--- src/rtl/map_pkg.sv ---
// map_pkg: constants shared by the scanline-IRQ mapper front ends.
package map_pkg;

    // A12 edge-detector states
    typedef enum logic [1:0] {
        ST_HIGH  = 2'd0,
        ST_LOW   = 2'd1,
        ST_ARMED = 2'd2
    } a12_state_t;

    // Save-state register offsets from the block's base address
    localparam logic [1:0] SS_OFF_TICK = 2'd0;
    localparam logic [1:0] SS_OFF_STAT = 2'd1;
    localparam logic [1:0] SS_OFF_GCNT = 2'd2;
    localparam logic [1:0] SS_OFF_CFG  = 2'd3;

    // Filter defaults used by every scanline mapper
    localparam int LOW_M2_DEF     = 3;
    localparam int GLITCH_CLK_DEF = 2;

endpackage

--- src/rtl/sync_2ff.sv ---
// sync_2ff: two-flop synchroniser for asynchronous inputs, with a per-bit reset value.
module sync_2ff #(
    parameter int WIDTH = 1
) (
    input  logic             clk,
    input  logic             rst,
    input  logic [WIDTH-1:0] rst_val,
    input  logic [WIDTH-1:0] d,
    output logic [WIDTH-1:0] q
);

    logic [WIDTH-1:0] meta;

    // Two-stage capture; the first stage may go metastable, the second settles it
    always_ff @(posedge clk or posedge rst) begin
        if (rst) begin
            meta <= rst_val;
            q    <= rst_val;
        end else begin
            meta <= d;
            q    <= meta;
        end
    end

endmodule

--- src/rtl/ppu_a12_edge_filter.sv ---
// ppu_a12_edge_filter: synchronises raw PPU A12 and CPU M2, de-glitches A12, and emits one
// a12_rise pulse per filtered rising edge that follows a low period of at least LOW_M2 M2 falls.
module ppu_a12_edge_filter
    import map_pkg::*;
#(
    parameter int         LOW_M2     = LOW_M2_DEF,
    parameter int         GLITCH_CLK = GLITCH_CLK_DEF,
    parameter logic [7:0] SS_BASE    = 8'd16
) (
    input  logic       clk,
    input  logic       map_rst,
    input  logic       m2,
    input  logic       ppu_a12,
    input  logic       en,
    output logic       a12_rise,
    output logic       a12_flt,
    output logic       armed,
    output logic [7:0] tick_cnt,
    input  logic       ss_act,
    input  logic       ss_we,
    input  logic [7:0] ss_addr,
    input  logic [7:0] ss_din,
    output logic [7:0] ss_rdat
);

    localparam logic [2:0] LOW_TGT     = 3'(LOW_M2);
    localparam logic [3:0] GLITCH_LAST = 4'(GLITCH_CLK - 1);
    localparam logic [7:0] CFG_WORD    = {4'(LOW_M2), 4'(GLITCH_CLK)};

    logic [1:0] sync_q;
    logic       m2_s;
    logic       a12_s;
    logic       m2_prev;
    logic       m2_fall;
    a12_state_t state;
    logic [2:0] low_cnt;
    logic [2:0] low_next;
    logic [3:0] gcnt;
    logic [7:0] ss_off;
    logic       ss_hit;

    sync_2ff #(.WIDTH(2)) u_sync (
        .clk     (clk),
        .rst     (map_rst),
        .rst_val (2'b11),
        .d       ({m2, ppu_a12}),
        .q       (sync_q)
    );

    assign m2_s  = sync_q[1];
    assign a12_s = sync_q[0];

    // Delay synced M2 by one clk to find its falling edge; runs even during a save-state session
    always_ff @(posedge clk or posedge map_rst) begin
        // NOTE: sequential state always uses <=, so every flop samples pre-edge values regardless of statement order.
        if (map_rst) m2_prev <= 1'b1;
        else         m2_prev <= m2_s;
    end

    assign m2_fall = m2_prev & ~m2_s;

    // Post-increment low count, so a rise landing on the arming M2 edge is still qualified
    always_comb begin
        // NOTE: the default assignment first keeps this purely combinational (no latch on paths that skip the if).
        low_next = low_cnt;
        if (m2_fall && (low_cnt < LOW_TGT)) low_next = low_cnt + 3'd1;
    end

    // Offset into this block's save-state window; wraps cleanly if SS_BASE sits near 8'hFF
    assign ss_off = ss_addr - SS_BASE;
    assign ss_hit = (ss_off[7:2] == 6'd0);

    // Glitch filter, arming FSM, tick counter and save-state restore
    always_ff @(posedge clk or posedge map_rst) begin
        if (map_rst) begin
            a12_flt  <= 1'b1;
            gcnt     <= 4'd0;
            state    <= ST_HIGH;
            low_cnt  <= 3'd0;
            a12_rise <= 1'b0;
            tick_cnt <= 8'd0;
        end else if (ss_act) begin
            // Session active: everything holds except register restores
            a12_rise <= 1'b0;
            if (ss_we && ss_hit) begin
                case (ss_off[1:0])
                    SS_OFF_TICK: tick_cnt <= ss_din;
                    SS_OFF_STAT: begin
                        state   <= a12_state_t'(ss_din[7:6]);
                        a12_flt <= ss_din[5];
                        low_cnt <= ss_din[4:2];
                    end
                    SS_OFF_GCNT: gcnt <= ss_din[3:0];
                    default: ;
                endcase
            end
        end else begin
            a12_rise <= 1'b0;

            // A new A12 level must persist GLITCH_CLK samples before the filtered level follows
            if (a12_s == a12_flt) begin
                gcnt <= 4'd0;
            end else if (gcnt >= GLITCH_LAST) begin
                a12_flt <= ~a12_flt;
                gcnt    <= 4'd0;
            end else begin
                gcnt <= gcnt + 4'd1;
            end

            // The FSM reacts to the registered filtered level, one clk behind the filter
            case (state)
                ST_HIGH: begin
                    if (!a12_flt) begin
                        state   <= ST_LOW;
                        low_cnt <= 3'd0;
                    end
                end
                ST_LOW: begin
                    low_cnt <= low_next;
                    if (a12_flt) begin
                        state <= ST_HIGH;
                        if (low_next >= LOW_TGT && en) begin
                            a12_rise <= 1'b1;
                            tick_cnt <= tick_cnt + 8'd1;
                        end
                    end else if (low_next >= LOW_TGT) begin
                        state <= ST_ARMED;
                    end
                end
                ST_ARMED: begin
                    if (a12_flt) begin
                        state <= ST_HIGH;
                        if (en) begin
                            a12_rise <= 1'b1;
                            tick_cnt <= tick_cnt + 8'd1;
                        end
                    end
                end
                default: state <= ST_HIGH;
            endcase
        end
    end

    assign armed = (state == ST_ARMED);

    // Save-state read mux; unowned addresses float high
    always_comb begin
        ss_rdat = 8'hFF;
        if (ss_hit) begin
            case (ss_off[1:0])
                SS_OFF_TICK: ss_rdat = tick_cnt;
                SS_OFF_STAT: ss_rdat = {state, a12_flt, low_cnt, 2'b00};
                SS_OFF_GCNT: ss_rdat = {4'b0000, gcnt};
                default:     ss_rdat = CFG_WORD;
            endcase
        end
    end

endmodule
--- config.mk ---
export PLATFORM = sky130hd
export DESIGN_NAME = ppu_a12_edge_filter
export DESIGN_NICKNAME = d
export VERILOG_FILES = /design/src/rtl/map_pkg.sv /design/src/rtl/sync_2ff.sv /design/src/rtl/ppu_a12_edge_filter.sv
export SDC_FILE = /design/constraint.sdc
export NUM_CORES = 1
export LEC_CHECK = 0
export CAP_MARGIN = 5
export CORE_UTILIZATION = 43
export CTS_CLUSTER_DIAMETER = 40
export DETAILED_ROUTE_END_ITERATION = 10
export PLACE_DENSITY = 0.71
export RECOVER_POWER = 25
export SLEW_MARGIN = 5
export SYNTH_ARGS = -nofsm -noshare
export SYNTH_HDL_FRONTEND = slang
export SYNTH_SLANG_ARGS = --single-unit
--- constraint.sdc ---
create_clock -name clk -period 4.8 [get_ports clk]
set_clock_uncertainty 0.15 [all_clocks]
set_input_delay 0.72 -clock clk [delete_from_list [all_inputs] [get_ports clk]]
set_output_delay 0.72 -clock clk [all_outputs]
set_load 0.03 [all_outputs]
**Word-level counts from Yosys, hierarchy flattened**

Index checks and enable logic that the tools add are counted.

- Register bits: 24
- Input port bits: 23
- Logic and storage cells: 89
- Output and inout port bits: 19

- Equal/unequal tests: 16
- Muxes and demuxes: 40
- Reduce and logical (&&, ||, !) cells: 14
- Add/sub/neg operators: 4
- Magnitude comparators: 3
- Bitwise logic cells: 3

Operator list:

| kind | number |
|---|---|
| 8-bit 2-to-1 mux | 8 |
| 8-bit one-hot mux with 3 select lines | 1 |
| 4-bit 2-to-1 mux | 5 |
| 8-bit one-hot mux with 2 select lines | 1 |
| 3-bit 2-to-1 mux | 5 |
| 2-bit 2-to-1 mux | 7 |
| 1-bit 2-to-1 mux | 10 |
| 3-bit inequality test, second input constant | 3 |
| 8-bit by 1-bit adder with 8-bit output, second input constant | 1 |
| 2-bit by 1-bit inequality test with 1-bit output, second input constant | 4 |
| 4-bit AND reduction | 2 |
| 8-bit by 5-bit subtractor with 8-bit output, second input constant | 1 |
| 7-bit AND reduction | 1 |
| 6-bit zero test | 1 |
| 3-bit by 2-bit inequality test with 1-bit output, second input constant | 2 |
| 2-bit one-hot mux with 3 select lines | 1 |
| 3-bit one-hot mux with 2 select lines | 1 |
| 3-bit nonzero test | 2 |
| 5-bit AND reduction | 1 |
| 4-bit by 1-bit adder with 4-bit output, second input constant | 1 |
| 2-bit by 1-bit == test with 1-bit output, second input constant | 2 |
| 2-bit == test, second input constant | 2 |
| 4-bit by 1-bit >= comparator with 1-bit output, second input constant | 1 |
| 2-bit zero test | 2 |
| 12 further kinds | 15 |

**Logic depth before layout (Yosys ltp)**

Gate-level depths: netlist (run 1).

- Word-level depth: 10
- Gate-level depth with buffers: 7
- Gate-level depth less buffers: 7

**Worst setup path after synthesis (run 1)**

No wires, ideal clock.

- Path kind: input to output
- From: input port ss_addr[3]
- To: output port ss_rdat[0]
- Required time: 3930 ps
- Stages: 3
- Buffers on the path: 0
- Data arrival time: 2027 ps
- Path slack: 1903 ps
- Cells stage by stage: nor4b_4 -> nor3b_1 -> o21ai_0

- Cells in the longest elaborated chain, start to end: 3

Ends and longest elaborated chain:

| item | RTL line | source |
|---|---|---|
| start: declaration | ppu_a12_edge_filter.sv:21 | `input logic [7:0] ss_addr,` |
| 8-bit by 5-bit subtractor with 8-bit output | ppu_a12_edge_filter.sv:70 | `assign ss_off = ss_addr - SS_BASE;` |
| 6-bit zero test | ppu_a12_edge_filter.sv:71 | `assign ss_hit = (ss_off[7:2] == 6'd0);` |
| 8-bit 2-to-1 mux | ppu_a12_edge_filter.sv:149 | `if (ss_hit) begin` |
| end: declaration | ppu_a12_edge_filter.sv:23 | `output logic [7:0] ss_rdat` |

No other way between the ends.

**Worst setup path after layout (run 1)**

- From: input port ss_addr[0]
- To: output port ss_rdat[2]

- Cells in the longest elaborated chain, start to end: 4
- Elaborated cells between the ends (all ways): 7
- Classes of those cells: 1 x add/sub; 2 x eq/ne; 2 x mux; 2 x reduce/logical

Ends and longest elaborated chain:

| item | RTL line | source |
|---|---|---|
| 8-bit by 5-bit subtractor with 8-bit output (*) | ppu_a12_edge_filter.sv:70 |  |
| 2-bit == test (tied with other cells) | ppu_a12_edge_filter.sv:150 | `case (ss_off[1:0])` |
| 8-bit one-hot mux with 3 select lines | ppu_a12_edge_filter.sv:150 |  |
| 8-bit 2-to-1 mux (*) | ppu_a12_edge_filter.sv:149 |  |

Every way passes the cells marked *; elsewhere a longest branch is shown, timed or not.

==> results.txt, run 1 <==
- Sequential cells burn 36.0% of the power.
- In this run the clock root is driven by a clkbuf_8.
* Antenna violations before repair: 0
- The number of hold violations in the final report is 0.
* Area Growth Syn to Fin: 30.07%
- Library cell with the largest summed area after synthesis: dfrtp_1
- Source of the worst hold timing path: u_sync.meta[0]
- The share of total power dissipated in combinational logic is 42.2%.
* Largest net degree at the start of global routing: 26
- For the pin with the worst max-slew slack, the measured transition is about 0.93 ns.
- Buffer count from post-CTS setup fixing: 0
* Vias in the first global route: between 1.5k and 2k
- The analysis attributes to cell leakage a power of about 0.94 nW.
* Data arrival time at the worst-slack endpoint: 2.80 ns
- Cell types with the largest area share after synthesis: dfrtp_1, dfstp_2, ha_1, nand2_1, nor2_1
- Max cap viols: 0
* Total core area: 0.003771 mm²
* Clock tree from TritonCTS: built
* Iteration-0 DRC count of the detailed router: ~110
* Fin Setup TNS: 0 ns
- Commonest cells post-synth: nand2_1, nor2_1, dfrtp_1
* Critical path startpoint: ss_addr[0]
* Share of final-layout standard cells stronger than drive strength 1: 9.091%
* Clock-pin transition on the worst setup and hold timing paths: 0.09 ns
- Before antenna repair, the detailed router went through 4 iterations.
- A synthesized cell averages 8.610 µm².
* Power, Total: between 0.0008 and 0.0009 W
- Share of the synthesized area in the top cell type: roughly 26%
* Final Setup Violations: 0
- RSZ-0062 raised after global routing: false
- Total of warnings raised by yosys: 0
- Count of hold-fix buffers inserted at cts: 0
* Number of buffers inserted during clock tree synthesis: 3
- Summed instance area of the synthesized netlist: approximately 0.0017 mm²
- In this run the number of H-tree levels came out at 1.
- After clock tree synthesis, the repair step resized 0 gates.
- Summed over all layers, the routed wires come to approximately 4.5 mm.
* First-pass GRT wire length: 7.479 mm
* Worst hold path depth: 0
- The clock drives 24 sinks.
- Clock latency on the worst-skew pair: between 0.2 and 0.3 ns
- Register-to-Register Path Depth: 6
- GRT Total Usage: 22.83%
- Kind of start point of the critical path: input pin
- Endpoint type of the worst setup path: output pin
- WS Path Type: in -> out
- In this run the core area contains 22 standard-cell rows.
- Final clock period utilization by the worst path: about three quarters
- Global routing finished with a remaining overflow of 0.
- The clock passes through at most 2 buffers.
* Critical Path RT: 3.93 ns
- Sequential-to-total area share from yosys stat: between 30% and 40%
* Reg2reg setup slack: roughly 2.5 ns
- Placer Congestion: slightly above 0.9
- Residual antenna-violating net count after detailed routing: 0
- Layout Nets: between 200 and 300
- Net switching is between 30% and 40% of the power.
* Reg2reg start: low_cnt[0]
* Result of the run: complete, no violations
- Cells after Synth: ~200
- Number of unique standard cell types used by synthesis: 52
- Die outline height: 65.60 µm
* Worst min-delay path class: reg -> reg
- In the synthesized netlist the dominant register cell turns out to be dfrtp_1.
- The internal power of the cells totals roughly 0.00050 W.
- Count of port buffers added during placement: 41
* Worst supply voltage drop on vdd: 0.2211 mV
* Ratio of routed vias to standard cells: approximately 6
- Post-synth ARST share: 100.0%
* Diodes inserted: 0
* Time the final worst path needs with I/O delays and setup: 3.671 ns
* Clock share of power: 21.8%
- When the netlist entered floorplanning its net count stood at ~230.
* Initial core utilization: a little under half
- Post-synthesis sequential element count: 24
* Number of enable flip-flop cells after synthesis: 0
- Detailed-route via count: approximately 1.7k
- In the final routed layout, each cell accounts on average for roughly 16 µm.
- Once detailed placement completed, the half-perimeter wirelength came to around 3.4 mm.
- The analysis attributes to net switching a power of 0.0003298 W.
- Achievable frequency: around 0.27 GHz
* Horizontal die dimension: between 60 and 70 µm
* Max-Slew Margin vs Limit: a little under two fifths
* Count of pins over their slew limit: 0
- Num ports: 42
- nand2_1 is the most common cell in the netlist.
- Total power per unit cell area: about 370 mW/mm²
* Area of the die: around 0.0043 mm²
- Of all nets on the critical path, the largest fanout is 14.
* DRC errors left: 0
## layout by cell type (no fill, tap or decap), types with 2 or more instances in the layout
| cell type | netlist | routed |
|---|---|---|
| o21ai_2 | 2 | 2 |
| a31oi_1 | 3 | 3 |
| clkbuf_8 | 0 | 3 |
| dfstp_2 | 6 | 5 |
| nand3_1 | 10 | 10 |
| nand2_1 | 25 | 25 |
| nand2b_1 | 3 | 3 |
| ha_1 | 8 | 8 |
| inv_1 | 10 | 10 |
| clkdlybuf4s50_1 | 0 | 38 |
| nor2b_1 | 5 | 5 |
| and3_1 | 3 | 3 |
| a311oi_1 | 2 | 2 |
| o221ai_1 | 4 | 4 |
| a22oi_1 | 3 | 3 |
| dfrtp_1 | 18 | 18 |
| o211ai_1 | 3 | 3 |
| buf_4 | 1 | 2 |
| nand4_1 | 4 | 4 |
| o22ai_1 | 7 | 7 |
| nor2_1 | 22 | 22 |
| o21ai_0 | 10 | 10 |
| a21oi_1 | 5 | 5 |
| dlygate4sd3_1 | 0 | 3 |
| and2_1 | 4 | 4 |
| mux2i_1 | 8 | 8 |
| nor4_1 | 2 | 2 |
| nor3b_1 | 4 | 4 |
## path summary, 6_finish.rpt
kind,end
min in group asynchronous,gcnt[1]
hold reg to reg,u_sync.q[0]
setup reg to reg,tick_cnt[1]
setup / recovery,ss_rdat[2]
max in group asynchronous,tick_cnt[4]
hold / removal,u_sync.q[0]
## power by group through the flow
| stage | logic [W] | clock network (W) | registers, W |
|---|---|---|---|
| after CTS | 0.000351 | 0.000187 | 0.000300 |
| final | 0.000352 | 0.000182 | 0.000300 |
| after detailed placement | 0.000349 | 0 | 0.000304 |
| after floorplan | 0.000220 | 0 | 0.000316 |
| after global routing | 0.000384 | 0.000196 | 0.000307 |
| after global placement | 0.000344 | 0 | 0.000305 |
## worst max-delay path: stages
cell and delay (ns):
clkdlybuf4s50_1 0.81, nor2b_1 0.38, nand2_1 0.10, o211ai_1 0.10, clkdlybuf4s50_1 0.70
## cell families (layout without fill, tap and decap cells)
logic type,after synthesis,count (layout),synth area share (%)
compound gates,53,53,22.45
flops,24,24,34.96
mux,9,9,5.252
fa+ha+maj,8,8,5.756
buf+inv,17,57,4.101
simple gates,90,90,26.98
xor+xnor,1,1,0.5037
## layout make-up
type                            instances  area (µm²)
Clock buffer                            3       41.29
Clock inverter                          1       30.03
Fill cell                             351        1509
Inverter                               10       37.54
Multi-Input combinational cell        161        1060
Sequential cell                        24       608.1
Tap cell                               48       60.06
Timing Repair Buffer                   43       425.4
## layer usage
layer / wire (µm) / track usage (%)
met3: 313 / 2.778
met4: 66 / 9.239
met2: 2128 / 35.05
met5: 0 / 0
met1: 2037 / 32.22
## flip-flops by register name (all words and copies together) (netlist names)
signal and flops:
a12_rise 1, m2_prev 1, gcnt 4, state 2
low_cnt 3, u_sync.q 2, u_sync.meta 2, tick_cnt 8
a12_flt 1
## through the flow
stage               worst slack [ns]  util, %  hold WS [ns]  std cells  instance area (µm²)
global route                  0.9920    59.99        0.2198        290                 2262
floorplan                      1.903        -        0.1952        202                 1739
CTS                            1.144    59.99        0.2122        290                 2262
detailed placement             1.148    58.10        0.1982        286                 2191
global placement               1.176    58.10        0.1956        286                 2191
finish                         1.129    59.99        0.2136        290                 2262
Note: power is estimated with default switching activity, not from simulation.
==> run 2: changes to the inputs <==
- PLACE_DENSITY: 0.71 -> 0.74
- clock period: 4.8 -> 3.2 ns (I/O delays scaled with it)
==> run 2 against run 1 <==
- setup slack lost 0.93 ns
- critical path depth grew 1
- register-to-register slack lost 1.6 ns
==> results.txt, run 2 (synthesis results as in run 1) <==
- Cell with the biggest individual delay on the critical path: clkdlybuf4s50_1 (unchanged)
- Leftover overflow at the end of global routing: 0 (unchanged)
- The count of port buffers added during placement came to 41 (unchanged).
- Endpoint type of the worst setup path: output pin (unchanged)
- The width of the die came to 65.60 µm (unchanged).
* Clock tree from TritonCTS: built (unchanged)
- The power per standard cell area is 545.5 mW/mm² (was 368.8 mW/mm²).
- Critical path startpoint: ss_addr[3] (was ss_addr[0])
- Clock-pin transition on the worst setup and hold timing paths: 0.09 ns (about the same)
- The required arrival time at the worst endpoint was 2.57 ns (was 3.93 ns).
- Crit path cell chain: clkdlybuf4s50_1 > nor4b_4 > nor3b_2 > buf_4 > o211ai_1 > clkdlybuf4s50_1 (was clkdlybuf4s50_1 > nor2b_1 > nand2_1 > o211ai_1 > clkdlybuf4s50_1).
* Top cell family by delay on the critical path: buffers and inverters (unchanged)
- The worst hold-check slack was 0.2105 ns (was 0.2136 ns).
- The routed wire length is 4.750 mm (was 4.545 mm).
- Commonest cells after routing, fill and taps aside: clkdlybuf4s50_1, nand2_1, nor2_1 (unchanged)
- The weighted congestion at the end of routability-driven global placement came to 0.9146 (was 0.9213).
- The worst reg2reg path startpoint is low_cnt[0] (unchanged).
- The insertion delay of the later-clocked pin in the worst-skew pair came to 0.27 ns (about the same).
- Sink Count: 24 (unchanged)
- First-pass GRT wire length: 7.624 mm (was 7.479 mm)
- The initial antenna violation count is 0 (unchanged).
- The total number of placement rows is 22 (unchanged).
- Top flop regs: tick_cnt: 8 flops, gcnt: 4 flops, low_cnt: 3 flops (unchanged)
- The post-detailed-route via-to-cell ratio was 5.732 (was 5.921).
- Detailed-route via count: 1,691 (was 1,717)
* Routed wirelength normalized by instance count: 16.10 µm (was 15.67 µm)
- RSZ-0062 raised after global routing: false (unchanged).
- The number of design rule violations left after detail routing is 0 (unchanged).
- Largest net degree at the start of global routing: 25 (was 26)
* Number of flip-flops under the largest register name: 8 (unchanged)
* Result of the run: complete, no violations (unchanged)
- Half-perimeter wire length after placement: 3.609 mm (was 3.401 mm)
- The height of the chip came to 65.60 µm (unchanged).
* Number of levels in the clock H-tree: 1 (unchanged)
- The core utilization of the finished layout came to 61.11% (was 59.99%).
- The number of instances in the placed design was 291 (was 286).
- Derived from the worst setup path, the maximum achievable clock frequency is between 0.3 and 0.4 GHz.
- The library cell appearing most often on the critical path was clkdlybuf4s50_1 (unchanged).
* Slew @ Worst Pin: 0.9728 ns (was 0.9260 ns)
* Source of the worst hold timing path: u_sync.meta[0] (unchanged)
* Number of iterations in the first detailed-routing pass: 4 (unchanged)
- Worst supply voltage drop on vdd: 0.3002 mV (was 0.2211 mV)
- The leakage power summed over all cells is 0.9682 nW (was 0.9415 nW).
- The worst path arrival time came to 2.37 ns (was 2.80 ns).
* Max Buffers Root-to-Sink: 2 (unchanged)
- The number of gates given a new drive strength after cts was 0 (unchanged).
- The critical path startpoint category is an input pin (unchanged).
* Layout Nets: 279 (was 274)
* Max cap viols: 0 (unchanged)
- Final clock period utilization by the worst path: 93.77%
- The register containing the most flip-flops in the final layout is tick_cnt (unchanged).
- WS Path Type: in -> out (unchanged)
* Share of final-layout standard cells stronger than drive strength 1: 11.74% (was 9.091%)
- Clk root buf: clkbuf_8 (unchanged)
* Count of pins over their slew limit: 0 (unchanged)
- Total core area: 0.003771 mm² (unchanged)
* Fin Setup TNS: 0 ns (unchanged)
* Worst min-delay path class: reg -> reg (unchanged)
- Residual antenna-violating net count after detailed routing: 0 (unchanged)
- The number of top-level pins was 42 (unchanged).
- The antenna diode count was 0 (unchanged).
- Initial core utilization: 46.12% (unchanged)
- The full die area came to 0.004303 mm² (unchanged).
- Buffer count from post-CTS setup fixing: 0 (unchanged)
- The relative slew slack came to 35.08% (was 38.20%).
- The number of buffers added to fix hold violations after cts came to 0 (unchanged).
* Vias in the first global route: 1,575 (was 1,520)
- Hold violation total from the final report: 0 (unchanged)
* Final Setup Violations: 0 (unchanged)
- Subtracting the final worst setup slack from the clock period gives roughly 3 ns.
* Iteration-0 DRC count of the detailed router: 129 (was 113)
- Final std cells w/o fill: 295 (was 290)
- GRT Total Usage: 23.77% (was 22.83%)
- Most common cell after layout, fill and taps aside: clkdlybuf4s50_1 (unchanged)
* Delay contributed by the slowest stage of the critical path: 0.60 ns (was 0.81 ns)
- The area growth from synthesis to layout was 32.52% (was 30.07%).
* Number of buffer and inverter instances along the worst setup path: 3 (was 2)
* Number of buffers inserted during clock tree synthesis: 3 (unchanged)
- The critical-path maximum fanout was 6 (was 14).
## run 2: cell types whose count changed in the layout (fill, tap and decap cells not counted), sizes merged
cell,change
buf,+5
## run 2: power by group
group          total (W)  internal, W  switching (W)
clock network   0.000275     0.000167       0.000107
registers       0.000450     0.000365      0.0000843
logic           0.000533     0.000228       0.000305
## run 2: final cells by class
type	count	area, µm²
fill	338	1466
multi-input combinational	161	1065
sequential	24	608.1
timing repair buffer	48	462.9
tap	48	60.06
clock buffer	3	41.29
inverter	10	37.54
clock inverter	1	30.03
## run 2: path summary, 6_finish.rpt
path / to / cells after the start / slack [ns]
setup / recovery: ss_rdat[2] / 6 / 0.20
hold / removal: u_sync.q[0] / 0 / 0.21
setup reg to reg: tick_cnt[1] / 6 / 0.93
hold reg to reg: u_sync.q[0] / 0 / 0.21
max in group asynchronous: a12_rise / 2 / 1.60
min in group asynchronous: tick_cnt[1] / 2 / 0.71
## run 2: layer usage
metal,GRT usage (%),vias up,wire length [µm]
li1,-,833,-
met1,31.94,804,2169
met2,39.05,46,2301
met3,3.299,8,210
met4,7.609,0,68
met5,0,-,0
## run 2: through the flow
stage / area (µm²) / setup WS, ns / total power [W]
after floorplan: 1739 / 0.7833 / 0.0008032
after global placement: 2228 / 0.1253 / 0.0009758
after detailed placement: 2228 / 0.08546 / 0.0009865
after CTS: 2300 / 0.07554 / 0.001262
after global routing: 2305 / 0.06788 / 0.001335
final: 2305 / 0.1995 / 0.001257
